<file path="src/rtl/merger_tree_loader_pkg.sv">
// ============================================================================
// Module : merger_tree_loader_pkg
// Brief  : Shared types, constants and width helpers for the leaf loader.
// Rev    : 1.0  initial release
// ============================================================================
`default_nettype none

package merger_tree_loader_pkg;

    localparam int c_max_data_width = 4096;

    // End-of-run marker; sliced to the instance's DATA_WIDTH.
    localparam logic [c_max_data_width-1:0] c_terminator = '0;

    typedef enum logic [2:0] {
        ST_IDLE  = 3'd0,
        ST_LOAD  = 3'd1,
        ST_TERM  = 3'd2,
        ST_DRAIN = 3'd3,
        ST_DONE  = 3'd4
    } state_t;

    function automatic int leaf_cnt(input int l);
        return 2 * l;
    endfunction

    function automatic int leaf_w(input int l);
        return (2 * l > 1) ? $clog2(2 * l) : 1;
    endfunction

    function automatic int item_w(input int run_len);
        return (run_len + 1 > 1) ? $clog2(run_len + 1) : 1;
    endfunction

endpackage

`default_nettype wire

</file>
<file path="src/rtl/merger_tree_leaf_loader_slot.sv">
// ============================================================================
// Module : loader_out_slot
// Brief  : Single-entry output slot with leaf tag, full check and one-hot
//          write decode onto the shared leaf-FIFO data bus.
// Rev    : 1.0  initial release
// ============================================================================
`default_nettype none

module loader_out_slot
    import merger_tree_loader_pkg::*;
#(
    parameter int LEAF_CNT   = 4,
    parameter int LEAF_W     = 2,
    parameter int DATA_WIDTH = 128
) (
    input  logic                  i_clk,
    input  logic                  i_rst,
    input  logic                  i_load,
    input  logic [LEAF_W-1:0]     i_load_leaf,
    input  logic [DATA_WIDTH-1:0] i_load_data,
    input  logic [LEAF_CNT-1:0]   i_fifo_full,
    output logic [LEAF_CNT-1:0]   o_fifo_write,
    output logic [DATA_WIDTH-1:0] o_fifo_data,
    output logic                  o_free
);

    logic                  r_valid;
    logic [LEAF_W-1:0]     r_leaf;
    logic [DATA_WIDTH-1:0] r_data;
    logic                  w_leaf_full;
    logic                  w_write;

    // Loop decode keeps non-power-of-two leaf counts in range.
    always_comb begin
        w_leaf_full = 1'b0;
        for (int i = 0; i < LEAF_CNT; i++) begin
            if (r_leaf == LEAF_W'(i)) begin
                w_leaf_full = i_fifo_full[i];
            end
        end
    end

    assign w_write     = r_valid & ~w_leaf_full;
    assign o_free      = ~r_valid | w_write;
    assign o_fifo_data = r_data;

    always_comb begin
        o_fifo_write = '0;
        for (int i = 0; i < LEAF_CNT; i++) begin
            o_fifo_write[i] = w_write & (r_leaf == LEAF_W'(i));
        end
    end

    always_ff @(posedge i_clk or posedge i_rst) begin
        if (i_rst) begin
            r_valid <= 1'b0;
            r_leaf  <= '0;
            r_data  <= '0;
        end else if (i_load) begin
            r_valid <= 1'b1;
            r_leaf  <= i_load_leaf;
            r_data  <= i_load_data;
        end else if (w_write) begin
            r_valid <= 1'b0;
        end
    end

endmodule

`default_nettype wire

</file>
<file path="src/rtl/merger_tree_leaf_loader.sv">
// ============================================================================
// Module : merger_tree_leaf_loader
// Brief  : Deals a stream of sorted runs round-robin into the 2*L leaf FIFOs.
//          Define MERGER_TREE_LEAF_TERMINATOR_EN to append a zero item per run.
// Rev    : 1.0  initial release
// ============================================================================
`default_nettype none

module merger_tree_leaf_loader
    import merger_tree_loader_pkg::*;
#(
    parameter int L          = 32,
    parameter int DATA_WIDTH = 128,
    parameter int RUN_LEN    = 16
) (
    input  logic                    i_clk,
    input  logic                    i_rst,
    input  logic                    i_start,
    input  logic [31:0]             i_total_runs,
    input  logic [DATA_WIDTH-1:0]   i_data,
    input  logic                    i_valid,
    output logic                    o_ready,
    input  logic [2*L-1:0]          i_fifo_full,
    output logic [2*L-1:0]          o_fifo_write,
    output logic [DATA_WIDTH-1:0]   o_fifo_data,
    output logic                    o_busy,
    output logic                    o_done
);

    localparam int LEAF_CNT = leaf_cnt(L);
    localparam int LEAF_W   = leaf_w(L);
    localparam int ITEM_W   = item_w(RUN_LEN);
    localparam logic [ITEM_W-1:0] LAST_ITEM = ITEM_W'(RUN_LEN - 1);
    localparam logic [LEAF_W-1:0] LAST_LEAF = LEAF_W'(LEAF_CNT - 1);

    state_t                r_state,    w_state_nxt;
    logic [ITEM_W-1:0]     r_item_cnt, w_item_cnt_nxt;
    logic [LEAF_W-1:0]     r_leaf_ptr, w_leaf_ptr_nxt;
    logic [31:0]           r_run_cnt,  w_run_cnt_nxt;
    logic [31:0]           r_total,    w_total_nxt;

    logic                  w_slot_free;
    logic                  w_slot_load;
    logic [DATA_WIDTH-1:0] w_slot_data;
    logic                  w_accept;
    logic                  w_last_run;
    logic [LEAF_W-1:0]     w_leaf_inc;

    assign o_ready    = (r_state == ST_LOAD) & w_slot_free;
    assign w_accept   = i_valid & o_ready;
    assign w_last_run = (r_run_cnt == r_total - 32'd1);
    assign w_leaf_inc = (r_leaf_ptr == LAST_LEAF) ? '0 : r_leaf_ptr + LEAF_W'(1);
    assign o_busy     = (r_state != ST_IDLE);
    assign o_done     = (r_state == ST_DONE);

    always_comb begin
        w_state_nxt    = r_state;
        w_item_cnt_nxt = r_item_cnt;
        w_leaf_ptr_nxt = r_leaf_ptr;
        w_run_cnt_nxt  = r_run_cnt;
        w_total_nxt    = r_total;
        w_slot_load    = 1'b0;
        w_slot_data    = i_data;
        case (r_state)
            ST_IDLE: begin
                if (i_start) begin
                    w_total_nxt    = i_total_runs;
                    w_item_cnt_nxt = '0;
                    w_leaf_ptr_nxt = '0;
                    w_run_cnt_nxt  = '0;
                    w_state_nxt    = (i_total_runs == 32'd0) ? ST_DONE : ST_LOAD;
                end
            end
            ST_LOAD: begin
                if (w_accept) begin
                    w_slot_load = 1'b1;
                    if (r_item_cnt == LAST_ITEM) begin
                        w_item_cnt_nxt = '0;
`ifdef MERGER_TREE_LEAF_TERMINATOR_EN
                        w_state_nxt    = ST_TERM;
`else
                        w_leaf_ptr_nxt = w_leaf_inc;
                        w_run_cnt_nxt  = r_run_cnt + 32'd1;
                        if (w_last_run) begin
                            w_state_nxt = ST_DRAIN;
                        end
`endif
                    end else begin
                        w_item_cnt_nxt = r_item_cnt + ITEM_W'(1);
                    end
                end
            end
`ifdef MERGER_TREE_LEAF_TERMINATOR_EN
            ST_TERM: begin
                if (w_slot_free) begin
                    w_slot_load    = 1'b1;
                    w_slot_data    = c_terminator[DATA_WIDTH-1:0];
                    w_leaf_ptr_nxt = w_leaf_inc;
                    w_run_cnt_nxt  = r_run_cnt + 32'd1;
                    w_state_nxt    = w_last_run ? ST_DRAIN : ST_LOAD;
                end
            end
`endif
            // Free means the final entry leaves this cycle, so DONE follows the last write directly.
            ST_DRAIN: begin
                if (w_slot_free) begin
                    w_state_nxt = ST_DONE;
                end
            end
            ST_DONE: begin
                w_state_nxt = ST_IDLE;
            end
            default: begin
                w_state_nxt = ST_IDLE;
            end
        endcase
    end

    always_ff @(posedge i_clk or posedge i_rst) begin
        if (i_rst) begin
            r_state    <= ST_IDLE;
            r_item_cnt <= '0;
            r_leaf_ptr <= '0;
            r_run_cnt  <= '0;
            r_total    <= '0;
        end else begin
            r_state    <= w_state_nxt;
            r_item_cnt <= w_item_cnt_nxt;
            r_leaf_ptr <= w_leaf_ptr_nxt;
            r_run_cnt  <= w_run_cnt_nxt;
            r_total    <= w_total_nxt;
        end
    end

    loader_out_slot #(
        .LEAF_CNT   (LEAF_CNT),
        .LEAF_W     (LEAF_W),
        .DATA_WIDTH (DATA_WIDTH)
    ) u_slot (
        .i_clk        (i_clk),
        .i_rst        (i_rst),
        .i_load       (w_slot_load),
        .i_load_leaf  (r_leaf_ptr),
        .i_load_data  (w_slot_data),
        .i_fifo_full  (i_fifo_full),
        .o_fifo_write (o_fifo_write),
        .o_fifo_data  (o_fifo_data),
        .o_free       (w_slot_free)
    );

endmodule

`default_nettype wire

</file>
<file path="config.mk">
export PLATFORM = sky130hd
export DESIGN_NAME = merger_tree_leaf_loader
export DESIGN_NICKNAME = d
export VERILOG_FILES = /design/src/rtl/merger_tree_loader_pkg.sv /design/src/rtl/merger_tree_leaf_loader_slot.sv /design/src/rtl/merger_tree_leaf_loader.sv
export SDC_FILE = /design/constraint.sdc
export NUM_CORES = 1
export LEC_CHECK = 0
export ABC_AREA = 0
export ABC_CLOCK_PERIOD_IN_PS = 10400
export BUFFER_PORTS_ARGS = -buffer_cell sky130_fd_sc_hd__buf_4
export CAP_MARGIN = 20
export CORE_AREA = 2 2 164 166
export CTS_BUF_LIST = sky130_fd_sc_hd__clkbuf_4 sky130_fd_sc_hd__clkbuf_8
export CTS_CLUSTER_DIAMETER = 120
export DETAILED_ROUTE_END_ITERATION = 12
export DIE_AREA = 0 0 166 168
export PLACE_DENSITY = 0.77
export REMOVE_ABC_BUFFERS = 1
export SLEW_MARGIN = 20
export SYNTH_ARGS = -nofsm -noshare
export SYNTH_HDL_FRONTEND = slang
export SYNTH_HIERARCHICAL = 1
export SYNTH_SLANG_ARGS = --single-unit
</file>
<file path="constraint.sdc">
create_clock -name i_clk -period 10.4 [get_ports i_clk]
set_input_delay 3.12 -clock i_clk [delete_from_list [all_inputs] [get_ports i_clk]]
set_output_delay 3.12 -clock i_clk [all_outputs]
set_load 0.02 [all_outputs]
</file>
## Word level (Yosys, flattened, before mapping)

Cells that the tools add are included.

- Bits in registers: 213
- Output and inout port bits: 195

- $add $sub $neg: 4
- Equality and inequality tests: 74
- Muxes and demuxes: 88
- Bitwise logic cells: 70
- Reductions and logical operators: 10

Operators with widths:

| cell | number |
|---|---|
| $eq 6x6->1 const B | 33 |
| $eq 6x5->1 const B | 16 |
| $mux 32 | 3 |
| $mux 1 | 68 |
| $and 1x1->1 | 67 |
| $pmux 32 s2 | 1 |
| $eq 6x4->1 const B | 8 |
| $add 32x1->32 const B | 1 |
| $eq 32x32->1 | 1 |
| $logic_not 32->1 | 1 |
| $sub 32x1->32 const B | 1 |
| $eq 6x3->1 const B | 4 |
| $mux 6 | 4 |
| $mux 3 | 6 |
| $mux 5 | 3 |
| $eq 6x2->1 const B | 2 |
| $pmux 6 s2 | 1 |
| $pmux 5 s2 | 1 |
| $pmux 3 s3 | 1 |
| $ne 2x2->1 const B | 4 |
| $add 6x1->6 const B | 1 |
| $eq 6x1->1 const B | 1 |
| $logic_not 6->1 | 1 |
| $add 5x1->5 const B | 1 |
| other kinds (14) | 16 |

## Depth between registers and ports, before layout

- Depth after elaboration: 73
- Mapped depth: 19

## Hierarchy

Netlist, hierarchy kept.

By module, submodules not included:

| module | instances | cells an instance | area an instance (um^2) | seq. area each (um^2) |
|---|---|---|---|---|
| loader_out_slot | 1 | 619 | 7,033.0 | 3,378.2 |
| merger_tree_leaf_loader | 1 | 539 | 4,825.9 | 1,951.9 |

## Least setup slack after synthesis

OpenSTA, ideal clock, no wires.

- Path type: input -> output
- Start: input port i_fifo_full[2]
- End: output port o_fifo_write[27]
- Arrival time: 5.068 ns
- Setup slack: 2.212 ns
- Cell stages on the path: 7
- Path buffers: 0
- Cells stage by stage: a21o_1 > a31oi_1 > o221ai_1 > nor4b_1 > o21a_1 > o41a_4 > nor4_1

- Word-level cells in the longest chain between the ends: 65

RTL lines:

| element | RTL line | text |
|---|---|---|
| start: declaration | merger_tree_leaf_loader.sv:23 | `input logic [2*L-1:0] i_fifo_full,` |
| $mux 1 (62 in series) | merger_tree_leaf_loader_slot.sv:37 | `if (r_leaf == LEAF_W'(i)) begin` |
| $not 1->1 | merger_tree_leaf_loader_slot.sv:43 | `assign w_write = r_valid & ~w_leaf_full;` |
| $and 1x1->1 | merger_tree_leaf_loader_slot.sv:43 |  |
| $and 1x1->1 | merger_tree_leaf_loader_slot.sv:50 | `o_fifo_write[i] = w_write & (r_leaf == LEAF_W'(i));` |
| end: declaration | merger_tree_leaf_loader.sv:24 | `output logic [2*L-1:0] o_fifo_write,` |

No other way between the ends.

## Worst setup path in the final report

- Start: input port i_fifo_full[53]
- End: output port o_fifo_write[43]

- Word-level cells in the longest chain between the ends: 14

RTL lines:

| element | RTL line |
|---|---|
| $mux 1 (11 in series) | merger_tree_leaf_loader_slot.sv:37 |
| $not 1->1 | merger_tree_leaf_loader_slot.sv:43 |
| $and 1x1->1 | merger_tree_leaf_loader_slot.sv:43 |
| $and 1x1->1 | merger_tree_leaf_loader_slot.sv:50 |

No other way between the ends.

==> results_dict.tcl <==
set metrics [dict create \
    overflow 0 \
    synth-compound-area-share_pct 10.8 \
    yosysSeqAreaShare_pct 44.9 \
    fin_nets 1795 \
    synth_seq_cells 213 \
    antenna_found_initial 1 \
    period_share_pct 83.4 \
    remaining_drc_errors 0 \
    peakVddDrop_mv 0.236 \
    avgSynthCellArea_um2 10.2 \
    die_w_um 166 \
    cp_top_family "compound AO/OA/AOI/OAI gates" \
    cts_tree "yes" \
    drtPass1Iterations 5 \
    setup_viol 0 \
    cp_slowest_cell "nand3_1" \
    synthArstFlopShare_pct 100 \
    fmax_mhz 115 \
    synthSimpleGateAreaFrac_pct 19.7 \
    vias 10900 \
    nFillCells 2241 \
    crit_start "i_fifo_full[53]" \
    cap_violations 0 \
    grt_pass1_wl_mm 61.5 \
    gp_congestion 0.932 \
    synth_xor_area_share_pct 3.91 \
    yosysWarnings 6 \
    slew_violations 0 \
    reg2reg_depth 14 \
    cp_num_buf_inv 2 \
    fin_cells 1928 \
    wire_per_inst_um 20.5 \
    setup.worst_path.class "in2out" \
    crit_chain "buf_4 > nor3b_1 > o21ai_0 > a2111oi_0 > a211oi_1 > a21oi_1 > nand3_1 > nor3_1 > buf_4" \
    critPathArrivalTime_ns 5.56 \
    initial_utilization_pct 45.0 \
    p_total_w 0.00439 \
    yosys-top-cells-area "dfrtp_1 45%, mux2_2 15%, nor2_1 3.2%" \
    fp.coreArea_um2 26400 \
    grt.total_usage_pct 27.5 \
    synth_cell_types 84 \
    synthDominantCellAreaShare_pct 44.9 \
    vias_per_cell 5.68 \
    dieArea_um2 27900 \
    ant_nets 0 \
    io_pins 423 \
    min_period_ns 8.68 \
    finalHoldViolCount 0 \
    rr_endpoint "r_run_cnt[24]" \
    crit_end "o_fifo_write[43]" \
    grt_pass1_vias 11000 \
    cts_root_buf "clkbuf_8" \
    rows 60 \
    p_leak_nw 7.09 \
    dp_hpwl_mm 30.2 \
    synth_edf_count 0 \
    clock_sinks 213 \
    dr.first_iter.drc_count 838 \
    worst_hold_slack_ns 0.486 \
    final_layout_size_suffix_gt1_share_pct 44.5 \
    power_density_nw_per_um2 275 \
    min_path_type "reg2reg" \
    r2r_setup_slack_ns 4.58 \
    timing.setup.tns_ns 0 \
    die_h_um 168 \
    synthMuxAreaShare_pct 16.4 \
    synthesis.area_um2 11900 \
    yosysTopAreaCell "dfrtp_1" \
    crit_path_max_incr_delay_ns 0.57 \
    grt_start_max_net_pins 86 \
    cts_resized 0 \
    cts_hold_buf 0 \
    synth_flop_cell "dfrtp_1" \
    ctsHtreeMaxLevel 2 \
    crit_path_frequent_cell "buf_4" \
    syn2layout_area_growth_pct 34.4 \
    critPathLaunchType "primary input" \
    rsz0062_at_grt "false" \
    cts_setup_buffers 0 \
    status "finished clean" \
    design_area_um2 15900 \
    numCtsBuffers 38 \
    crit_fanout 15 \
    portBuffers 422 \
    synth_adder_area_share_pct 0.422 \
    dp.cells 1864 \
    path_clk_slew_ns 0.06 \
    synth_cells 1158 \
    clock_path_buffers 3 \
    relSlewSlack_pct 32.1 \
    fin_worst_skew_ns 0.0344 \
    cp_data_required_time_ns 7.28 \
    synth_top_family_by_area "simple AND/OR/NAND/NOR gates" \
    clk_latency_ns 0.53 \
    post_dp_cell_area_um2 15200 \
    worstMarginPinSlew_ns 1.02 \
    diodes 0 \
    crit_cells 9 \
    worst_setup_path_end_kind "output port" \
    r2r_start "u_slot/r_leaf[2]" \
    finalWirelength_mm 39.6 \
]
==> synth_stat cells, types with 8 or more instances <==
cell type  instances
a211oi_1          10
a21oi_1           38
and2_1             9
and3_1            10
buf_2              9
buf_6             12
clkbuf_1          32
dfrtp_1          213
inv_1             19
mux2_2           163
mux2i_1            8
nand2_1           97
nand2b_1          16
nand3_1           31
nand4_1           18
nand4b_1           9
nor2_1           102
nor2b_1           13
nor3_1            29
nor3_2            10
nor4_1            23
o21ai_0           56
o22ai_1            9
o31ai_1            8
or3_1             14
xnor2_1           31
xor2_1            22
==> cell families (layout without fill, tap and decap cells) <==
group	after synthesis	count (layout)
mux	173	173
compound gates	194	194
xor+xnor	53	53
simple gates	435	435
buf+inv	86	515
fa+ha+maj	4	4
flops	213	213
==> worst min-delay path by stage <==
stage,startpoint,slack [ns],endpoint,depth (start not counted)
floorplan,r_item_cnt[4],0.45,r_item_cnt[4],1
global placement,r_item_cnt[4],0.47,r_item_cnt[4],1
detailed placement,r_item_cnt[4],0.47,r_item_cnt[4],1
CTS,r_item_cnt[4],0.48,r_item_cnt[4],1
global route,r_item_cnt[4],0.51,r_item_cnt[4],1
finish,r_item_cnt[4],0.49,r_item_cnt[4],1
==> layout make-up <==
| class | count | area [um^2] | area share, % |
|---|---|---|---|
| Clock buffer | 59 | 737 | 4.62 |
| Clock inverter | 5 | 33.8 | 0.212 |
| Inverter | 21 | 82.6 | 0.518 |
| Multi-Input combinational cell | 859 | 6090 | 38.2 |
| Sequential cell | 213 | 5330 | 33.5 |
| Tap cell | 341 | 427 | 2.68 |
| Timing Repair Buffer | 430 | 3240 | 20.3 |
==> sequential cells by signal, summed over array words and instances, names as in the netlist <==
signal              flops
r_total                32
u_slot/r_leaf           6
u_slot/r_valid          1
r_leaf_ptr              6
u_slot/o_fifo_data    128
r_run_cnt              32
r_item_cnt              5
r_state                 3
==> power by group <==
group	switching (W)	internal, W
Combinational	0.00121	0.000958
Sequential	0.000278	0.00115
Clock	0.000343	0.000449
==> through the flow <==
| step | setup WS, ns | utilization, % |
|---|---|---|
| after detailed placement | 1.77 | 57.5 |
| after floorplan | -1.09 | - |
| after global routing | 1.51 | 60.5 |
| final | 1.72 | 60.5 |
| after CTS | 1.74 | 60.4 |
| after global placement | 1.83 | 57.5 |
==> cell usage in the layout, fill, tap and decap left out, types with 29 or more instances in the layout <==
cell type  instances
nand3_1           31
xnor2_1           31
o21ai_0           56
dfrtp_1          212
mux2_2           163
clkbuf_8          47
nand2_1           97
a21oi_1           38
nor3_1            29
buf_4            428
nor2_1           100
==> routing by layer <==
layer,vias up,routed length [um],part of all wire [%],GRT usage [%]
met2,548,19700,50,47.8
li1,4999,-,-,-
met5,-,8,0.020,0
met4,2,1650,4.2,11.6
met1,5300,15200,38,32.6
met3,97,3120,7.9,6.51
No activity file was read; power rests on OpenSTA's default activity.
